**src/rtl/fft_r2_pair_sequencer_if.sv**
```systemverilog
// fft_r2_pair_sequencer_if: index-stream inputs and RAM/twiddle address outputs of the pair sequencer.
interface fft_r2_pair_sequencer_if #(
  parameter int bw_fftp = 4,
  parameter int bw_stage = 2
);
  logic Start, In_Valid, In_End;
  logic [bw_fftp-1:0] In_Index;
  logic [bw_stage-1:0] In_Stage;
  logic RdEn, WrEn, PairErr, Busy, Done;
  logic [bw_fftp-1:0] RdAddrA, RdAddrB, WrAddrA, WrAddrB;
  logic [bw_fftp-2:0] TwAddr;
  logic [bw_fftp+bw_stage-1:0] PairCount;
  modport master (
    output Start, In_Valid, In_Index, In_Stage, In_End,
    input RdEn, RdAddrA, RdAddrB, TwAddr, WrEn, WrAddrA, WrAddrB, PairCount, PairErr, Busy, Done
  );
  modport slave (
    input Start, In_Valid, In_Index, In_Stage, In_End,
    output RdEn, RdAddrA, RdAddrB, TwAddr, WrEn, WrAddrA, WrAddrB, PairCount, PairErr, Busy, Done
  );
endinterface

```
**src/rtl/fft_r2_pair_sequencer.sv**
```systemverilog
// fft_r2_pair_sequencer: pairs the A/B index stream into read/twiddle addresses and
// LATENCY-delayed write-back addresses, flags illegal pairs and pulses Done after the last write.
module fft_r2_pair_sequencer #(
  parameter int bw_fftp = 4,
  parameter int bw_stage = 2,
  parameter int LATENCY = 4
) (
  input logic Clock,
  input logic Reset,
  fft_r2_pair_sequencer_if.slave bus
);
  typedef enum logic [1:0] {IDLE, RUN, DRAIN} state_t;
  state_t state, stateNext;
  logic phaseB, accept, phaseCur, pairDone, dangling, illegal, empty;
  logic [bw_fftp-1:0] regA, span;
  logic [bw_fftp-2:0] mask;
  logic [bw_stage-1:0] regS;
  logic [LATENCY:0] enChain;
  logic [LATENCY-1:0] pipeEn;
  logic [bw_fftp-1:0] pipeA [LATENCY];
  logic [bw_fftp-1:0] pipeB [LATENCY];
  assign accept = bus.Start || state == RUN;
  assign phaseCur = phaseB && !bus.Start;
  assign pairDone = accept && bus.In_Valid && phaseCur;
  // a beat that leaves phase=B when In_End arrives strands an A without its partner
  assign dangling = accept && bus.In_End && (phaseCur != bus.In_Valid);
  assign span = {1'b1, {(bw_fftp-1){1'b0}}} >> regS;
  assign mask = {(bw_fftp-1){1'b1}} >> regS;
  assign illegal = span == '0 || |(regA & span) || bus.In_Index != (regA | span) || bus.In_Stage != regS;
  assign enChain = {pipeEn, bus.RdEn};
  assign empty = enChain == '0;
  assign bus.WrEn = pipeEn[LATENCY-1];
  assign bus.WrAddrA = pipeA[LATENCY-1];
  assign bus.WrAddrB = pipeB[LATENCY-1];
  assign bus.Busy = state != IDLE;
  always_comb begin
    bus.Done = state == DRAIN && empty && !bus.Start;
    stateNext = accept ? (bus.In_End ? DRAIN : RUN) : bus.Done ? IDLE : state;
  end
  always_ff @(posedge Clock or posedge Reset)
    if (Reset) state <= IDLE;
    else state <= stateNext;
  always_ff @(posedge Clock or posedge Reset) begin
    if (Reset) begin
      phaseB <= 1'b0;
      regA <= '0;
      regS <= '0;
      bus.RdEn <= 1'b0;
      bus.RdAddrA <= '0;
      bus.RdAddrB <= '0;
      bus.TwAddr <= '0;
      bus.PairCount <= '0;
      bus.PairErr <= 1'b0;
      pipeEn <= '0;
      for (int i = 0; i < LATENCY; i++) begin
        pipeA[i] <= '0;
        pipeB[i] <= '0;
      end
    end else begin
      if (accept) phaseB <= (phaseCur != bus.In_Valid) && !bus.In_End;
      if (accept && bus.In_Valid && !phaseCur) begin
        regA <= bus.In_Index;
        regS <= bus.In_Stage;
      end
      bus.RdEn <= pairDone;
      if (pairDone) begin
        bus.RdAddrA <= regA;
        bus.RdAddrB <= bus.In_Index;
        bus.TwAddr <= (regA[bw_fftp-2:0] & mask) << regS;
      end
      bus.PairCount <= bus.Start ? '0 : bus.PairCount + (bw_fftp+bw_stage)'(pairDone);
      bus.PairErr <= (bus.PairErr && !bus.Start) || (pairDone && illegal) || dangling;
      // Start drops every in-flight write-back, including a read issued this very cycle
      pipeEn <= bus.Start ? '0 : enChain[LATENCY-1:0];
      pipeA[0] <= bus.RdAddrA;
      pipeB[0] <= bus.RdAddrB;
      for (int i = 1; i < LATENCY; i++) begin
        pipeA[i] <= pipeA[i-1];
        pipeB[i] <= pipeB[i-1];
      end
    end
  end
endmodule
```
**src/flat_wrapper.sv**
```systemverilog
// flat-port wrapper written by rule: the top's interface ports become plain ports
module fft_r2_pair_sequencer_flat 
#(
  parameter int bw_fftp = 4,
  parameter int bw_stage = 2,
  parameter int LATENCY = 4
)
  (Clock, Reset, bus_Start, bus_In_Valid, bus_In_Index, bus_In_Stage, bus_In_End, bus_RdEn, bus_RdAddrA, bus_RdAddrB, bus_TwAddr, bus_WrEn, bus_WrAddrA, bus_WrAddrB, bus_PairCount, bus_PairErr, bus_Busy, bus_Done);
  fft_r2_pair_sequencer_if #(.bw_fftp(bw_fftp), .bw_stage(bw_stage)) bus_i ();
  input logic Clock;
  input logic Reset;
  input wire logic [$bits(bus_i.Start)-1:0] bus_Start;
  input wire logic [$bits(bus_i.In_Valid)-1:0] bus_In_Valid;
  input wire logic [$bits(bus_i.In_Index)-1:0] bus_In_Index;
  input wire logic [$bits(bus_i.In_Stage)-1:0] bus_In_Stage;
  input wire logic [$bits(bus_i.In_End)-1:0] bus_In_End;
  output wire logic [$bits(bus_i.RdEn)-1:0] bus_RdEn;
  output wire logic [$bits(bus_i.RdAddrA)-1:0] bus_RdAddrA;
  output wire logic [$bits(bus_i.RdAddrB)-1:0] bus_RdAddrB;
  output wire logic [$bits(bus_i.TwAddr)-1:0] bus_TwAddr;
  output wire logic [$bits(bus_i.WrEn)-1:0] bus_WrEn;
  output wire logic [$bits(bus_i.WrAddrA)-1:0] bus_WrAddrA;
  output wire logic [$bits(bus_i.WrAddrB)-1:0] bus_WrAddrB;
  output wire logic [$bits(bus_i.PairCount)-1:0] bus_PairCount;
  output wire logic [$bits(bus_i.PairErr)-1:0] bus_PairErr;
  output wire logic [$bits(bus_i.Busy)-1:0] bus_Busy;
  output wire logic [$bits(bus_i.Done)-1:0] bus_Done;
  assign bus_i.Start = bus_Start;
  assign bus_i.In_Valid = bus_In_Valid;
  assign bus_i.In_Index = bus_In_Index;
  assign bus_i.In_Stage = bus_In_Stage;
  assign bus_i.In_End = bus_In_End;
  assign bus_RdEn = bus_i.RdEn;
  assign bus_RdAddrA = bus_i.RdAddrA;
  assign bus_RdAddrB = bus_i.RdAddrB;
  assign bus_TwAddr = bus_i.TwAddr;
  assign bus_WrEn = bus_i.WrEn;
  assign bus_WrAddrA = bus_i.WrAddrA;
  assign bus_WrAddrB = bus_i.WrAddrB;
  assign bus_PairCount = bus_i.PairCount;
  assign bus_PairErr = bus_i.PairErr;
  assign bus_Busy = bus_i.Busy;
  assign bus_Done = bus_i.Done;
  fft_r2_pair_sequencer #(.bw_fftp(bw_fftp), .bw_stage(bw_stage), .LATENCY(LATENCY)) u_core (.Clock(Clock), .Reset(Reset), .bus(bus_i));
endmodule
```
**config.mk**
```make
export PLATFORM = sky130hd
export DESIGN_NAME = fft_r2_pair_sequencer_flat
export DESIGN_NICKNAME = d
export VERILOG_FILES = /design/src/rtl/fft_r2_pair_sequencer_if.sv /design/src/rtl/fft_r2_pair_sequencer.sv /design/src/flat_wrapper.sv
export SDC_FILE = /design/constraint.sdc
export NUM_CORES = 1
export LEC_CHECK = 0
export BUFFER_PORTS_ARGS = -buffer_cell sky130_fd_sc_hd__buf_2
export CAP_MARGIN = 20
export CORE_AREA = 2 2 69 71
export DETAILED_ROUTE_END_ITERATION = 6
export DIE_AREA = 0 0 71 73
export PLACE_DENSITY = 0.75
export SYNTH_ARGS = -nofsm -noshare
export SYNTH_HDL_FRONTEND = slang
export SYNTH_SLANG_ARGS = --single-unit
export TNS_END_PERCENT = 30
```
**constraint.sdc**
```tcl
create_clock -name Clock -period 2.1 [get_ports Clock]
set_input_delay 0.105 -clock Clock [delete_from_list [all_inputs] [get_ports Clock]]
set_output_delay 0.105 -clock Clock [all_outputs]
set_load 0.02 [all_outputs]
```
; Word level (Yosys, flattened, before mapping)
; Cells that the tools add are included.
[classes]
muxes = 5
n_reduce_logical = 25
eq_ne = 5
n_bitwise = 3
n_addsub = 1
shifts = 3
[ops]
columns = operator, n
row1 = $logic_and A1 B1 Y1, 11
row2 = $add A6 B1 Y6, 1
row3 = $logic_or A1 B1 Y1, 6
row4 = $mux W2, 3
row5 = $mux W6, 1
row6 = $logic_not A5 Y1, 1
row7 = $and A4 B4 Y4, 1
row8 = $logic_not A4 Y1, 1
row9 = $mux W4, 1
row10 = $ne A4 B4 Y1, 1
row11 = $or A4 B4 Y4, 1
row12 = $reduce_bool A2 Y1, 2
row13 = $reduce_or A4 Y1, 1
row14 = $shr A4 B2 Y4 const A, 1
row15 = $and A3 B3 Y3, 1
row16 = $logic_not A1 Y1, 3
row17 = $shl A3 B2 Y3, 1
row18 = $shr A3 B2 Y3 const A, 1
row19 = $eq A2 B1 Y1 const B, 1
row20 = $eq A2 B2 Y1 const B, 1
row21 = $ne A2 B2 Y1, 1
row22 = $ne A1 B1 Y1, 1
[totals]
in_bits = 11
elab_cells = 61
reg_bits = 64
out_inout_bits = 30

; Logic depth before layout (Yosys ltp)
[logic_depth]
ltp_word = 9
mapped_depth = 8
mapped_depth_nobuf = 8

; Worst setup path after synthesis
; No wires, ideal clock.
[synth_timing]
path_type = register to register
startpoint = reg u_core.bus.RdEn
endpoint = reg u_core.state[1]
arrival_ns = 1.777
period_less_slack_ns = 1.941
n_path_buf = 0
setup_slack_ns = 0.159
stages_incl_launch_ff = 4
setup_ns = 0.163
required_time_ns = 1.937
cell_sequence = dfrtp_1 or4_1 nor4_1 o21ai_0
[synth_between]
elab_chain_len = 4
[synth_rtl]
columns = item, line
row1 = "start, declared", fft_r2_pair_sequencer_if.sv:19  ; output RdEn, RdAddrA, RdAddrB, TwAddr, WrEn, WrAddrA, WrAddrB, PairCount, PairErr, Busy, Done
row2 = "start signal, assigned", fft_r2_pair_sequencer.sv:65  ; bus.RdEn <= pairDone;
row3 = $logic_not A5 Y1, fft_r2_pair_sequencer.sv:31  ; assign empty = enChain == '0;
row4 = $logic_and A1 B1 Y1 (2 in a row), fft_r2_pair_sequencer.sv:37  ; bus.Done = state == DRAIN && empty && !bus.Start;
row5 = named net bus_Done, flat_wrapper.sv:27  ; output wire logic [$bits(bus_i.Done)-1:0] bus_Done;
row6 = $reduce_bool A2 Y1 (no line), n/a
row7 = "end signal, assigned", fft_r2_pair_sequencer.sv:42  ; else state <= stateNext;
row8 = "end, declared", fft_r2_pair_sequencer.sv:13  ; state_t state, stateNext;
; The timed path passes the listed nets, and every way through them passes these cells.
; A chain may end at the register's enable or synchronous reset.

; Worst setup path in the final report
[layout_timing]
startpoint = reg u_core.regS[0]
endpoint = reg u_core.bus.PairErr
[layout_between]
elab_chain_len = 9
word_cells_on_any_way = 13
cone_classes = eq/ne: 2 / shift: 1 / bitwise: 2 / reduce/logical: 8
[layout_rtl]
columns = item, line
row1 = "start, declared", fft_r2_pair_sequencer.sv:17  ; logic [bw_stage-1:0] regS;
row2 = "start signal, assigned", fft_r2_pair_sequencer.sv:63  ; regS <= bus.In_Stage;
row3 = $shr A4 B2 Y4, fft_r2_pair_sequencer.sv:27  ; assign span = {1'b1, {(bw_fftp-1){1'b0}}} >> regS;
row4 = $and A4 B4 Y4, fft_r2_pair_sequencer.sv:29  ; assign illegal = span == '0 || |(regA & span) || bus.In_Index != (regA | span) || bus.In_Stage != regS;
row5 = $reduce_or A4 Y1, fft_r2_pair_sequencer.sv:29
row6 = $logic_or A1 B1 Y1 (2 in a row), fft_r2_pair_sequencer.sv:29
row7 = $logic_or A1 B1 Y1 *, fft_r2_pair_sequencer.sv:29
row8 = $logic_and A1 B1 Y1 *, fft_r2_pair_sequencer.sv:72  ; bus.PairErr <= (bus.PairErr && !bus.Start) || (pairDone && illegal) || dangling;
row9 = $logic_or A1 B1 Y1 * (2 in a row), fft_r2_pair_sequencer.sv:72
row10 = "end signal, assigned", fft_r2_pair_sequencer.sv:72
row11 = "end, declared", fft_r2_pair_sequencer_if.sv:19
; Mark *: on every way between the ends. The rest lies on a longest branch, timed or not.

==> results.cfg <==
[run_status]
status = finished clean

[worst_setup_path]
cp_max_fo = 7
cp-end-kind = flip-flop
worstSetupPathType = reg -> reg
worst-endpoint-required_ns = 2.32
worstSetupStartpointType = flip-flop
worstPathArrival_ns = 2.19

[route]
drtPass1Iterations = 4
viasPerCell = 5.021
routed_wirelength_mm = 3.699
ant_nets = 0
route.detailed.drc = 0
avgRoutedWirePerCell_um = 13.16
via_count = 1411
drtIter0Drc = 73

[sta]
rsz0062_at_grt = false
holdWs_ns = 0.04372
slew_headroom_pct = 59.38
tns_ns = 0
fmax_ghz = 0.5071
tightest_slew_ns = 0.6085
hold_viol = 0
skew_ns = 0.006807
finalMaxSlewViolations = 0
period_needed_ns = 1.972
setup_viol = 0
period_share_pct = 93.91

[layout]
area_growth_pct = 19.76
antenna_cells = 0
final_cell_mix = dfrtp_1 (64), buf_2 (40), nand2_1 (14)
fill_cells = 349
nNetsFinal = 236
drive_above_1_share_pct = 32.16
multi_input_area_um2 = 604.3
seq_area_um2 = 1602
final_common_cell = dfrtp_1
fin_cells = 281

[place]
place_congestion = 0.8903
place_inst = 264
post-dp-hpwl_mm = 2.487
numPortBuffers = 40

[logic_synthesis]
synth_top_family_by_area = simple AND/OR/NAND/NOR gates
synth_nets = 189
yosysSeqAreaShare_pct = 69.49
synthXorXnorAreaFrac_pct = 1.900
ys.flop_type = dfrtp_1
yosysUniqueCellTypes = 32
synth_enable_flop_cells = 0
synth_fa_ha_area_share_pct = 1.086
synth_compound_area_share_pct = 6.895
postSynthAreaPerCell_um2 = 13.09
ys_ff_latch = 64
syn_inst = 176
yosys_warnings = 0
synth-simple-area-share_pct = 10.59
muxShareOfSynthArea_pct = 5.755
syn_area_um2 = 2305
synth_async_sr_flop_share_pct = 100.0

[power_and_ir_drop]
power.total_mw = 3.135
ir_drop_mv = 0.5947
total_leakage_power_nw = 1.424
power_density_nw_per_um2 = 1136

[cts]
cts_setup_buffers = 0
clk_path_buf_depth = 2
hold_buffers = 2
cts_tree = done
clk_pin_slew_ns = 0.06
ctsResizeCount = 0
htree_levels = 3
clk_latency_ns = 0.33
cts_inserted_buffers = 9
clock-sinks = 64
clockRootBuffer = clkbuf_8

[global_routing]
grt_overflow = 0
grt_max_degree = 36
gr-usage-all-layers_pct = 16.09
grt_pass1_vias = 1331
grt_pass1_wl_mm = 6.168
antenna_found_initial = 0

[floorplan]
die-height_um = 73
boundaryPins = 41
die_x_um = 71
row_count = 25
core_area_um2 = 4536
die-area_um2 = 5183
start_util_pct = 50.81

[hold_path]
hold_path.class = in -> reg

[job]
cap_violations = 0
## area by class of cell
cell class | count | area share (%)
Multi-Input combinational cell | 94 | 21.89
Tap cell | 54 | 2.448
Inverter | 6 | 0.8160
Timing Repair Buffer | 48 | 10.06
Sequential cell | 64 | 58.02
Clock inverter | 4 | 1.632
Clock buffer | 11 | 5.122
## kinds of logic (layout without fill, tap and decap cells)
kind of cell	Yosys count	count (layout)
AO/OA/AOI/OAI	27	27
XOR/XNOR	5	5
adder cells (fa/ha/maj)	2	2
buffers and inverters	18	69
flip-flops	64	64
multiplexers	12	12
AND/OR/NAND/NOR	48	48
## metrics by stage
step | util (%) | instance area, um2 | worst slack, ns
after global placement | 56.30 | 2554 | 0.1836
after global routing | 60.86 | 2760 | 0.01697
final | 60.86 | 2760 | 0.1280
after floorplan | - | 2305 | 0.1595
after detailed placement | 56.30 | 2554 | 0.1257
after CTS | 60.86 | 2760 | 0.1277
## routing by layer
layer	global-route usage (%)	vias to the layer above	wire length [um]
met1	20.17	699	1673
met2	24.40	27	1798
met5	0	-	0
met3	6.630	7	152
li1	-	678	-
met4	7.757	0	75
## state kept, by name (all words and copies together), names as in the netlist
signal                flops
u_core.pipeB             12
u_core.bus.TwAddr         3
u_core.regS               2
u_core.bus.WrAddrA        4
u_core.bus.RdAddrB        4
u_core.regA               4
u_core.phaseB             1
u_core.bus.PairErr        1
u_core.state              2
u_core.pipeA             12
u_core.bus.PairCount      6
u_core.pipeEn             4
u_core.bus.WrAddrB        4
u_core.bus.RdEn           1
u_core.bus.RdAddrA        4
## path summary, 6_finish.rpt
kind | from | to | slack [ns] | cells after the start
worst max-delay path | u_core.regS[0]$_DFFE_PP0P_ | u_core.bus.PairErr$_DFF_PP0_ | 0.13 | 5
worst min-delay path | bus_In_Stage[1] | u_core.regS[1]$_DFFE_PP0P_ | 0.04 | 2
worst max register to register | u_core.regS[0]$_DFFE_PP0P_ | u_core.bus.PairErr$_DFF_PP0_ | 0.13 | 5
worst min register to register | u_core.pipeB[9]$_DFF_PP0_ | u_core.pipeB[5]$_DFF_PP0_ | 0.35 | 0
max in group asynchronous | Reset | u_core.regS[1]$_DFFE_PP0P_ | 1.11 | 4
min in group asynchronous | Reset | u_core.bus.WrAddrB[0]$_DFF_PP0_ | 0.39 | 3
## synth_stat cells, drive strengths merged (2+ instances only)
master,n,share of area [%]
dfrtp,64,69
nand2,14,2.3
o21ai,14,3.0
nor2b,12,3.3
mux2,10,4.9
buf,9,2.8
nor2,9,1.5
a21oi,6,1.3
inv,6,0.98
clkbuf,3,0.49
nand3,3,0.65
xnor2,3,1.1
ha,2,1.1
mux2i,2,0.87
nand2b,2,0.54
or2,2,0.54
xor2,2,0.76
## worst max-delay path, cell delays in order (launching register included)
cell      delay [ns]
dfrtp_1         0.43
or3_1           0.38
a21oi_1         0.14
o221ai_1        0.14
or4b_1          0.48
a221o_1         0.30
## report_power, final
| group | internal (mW) | switching [mW] |
|---|---|---|
| clock network | 0.568 | 0.439 |
| registers | 1.50 | 0.111 |
| logic | 0.202 | 0.314 |
No activity file was read; power rests on OpenSTA's default activity.
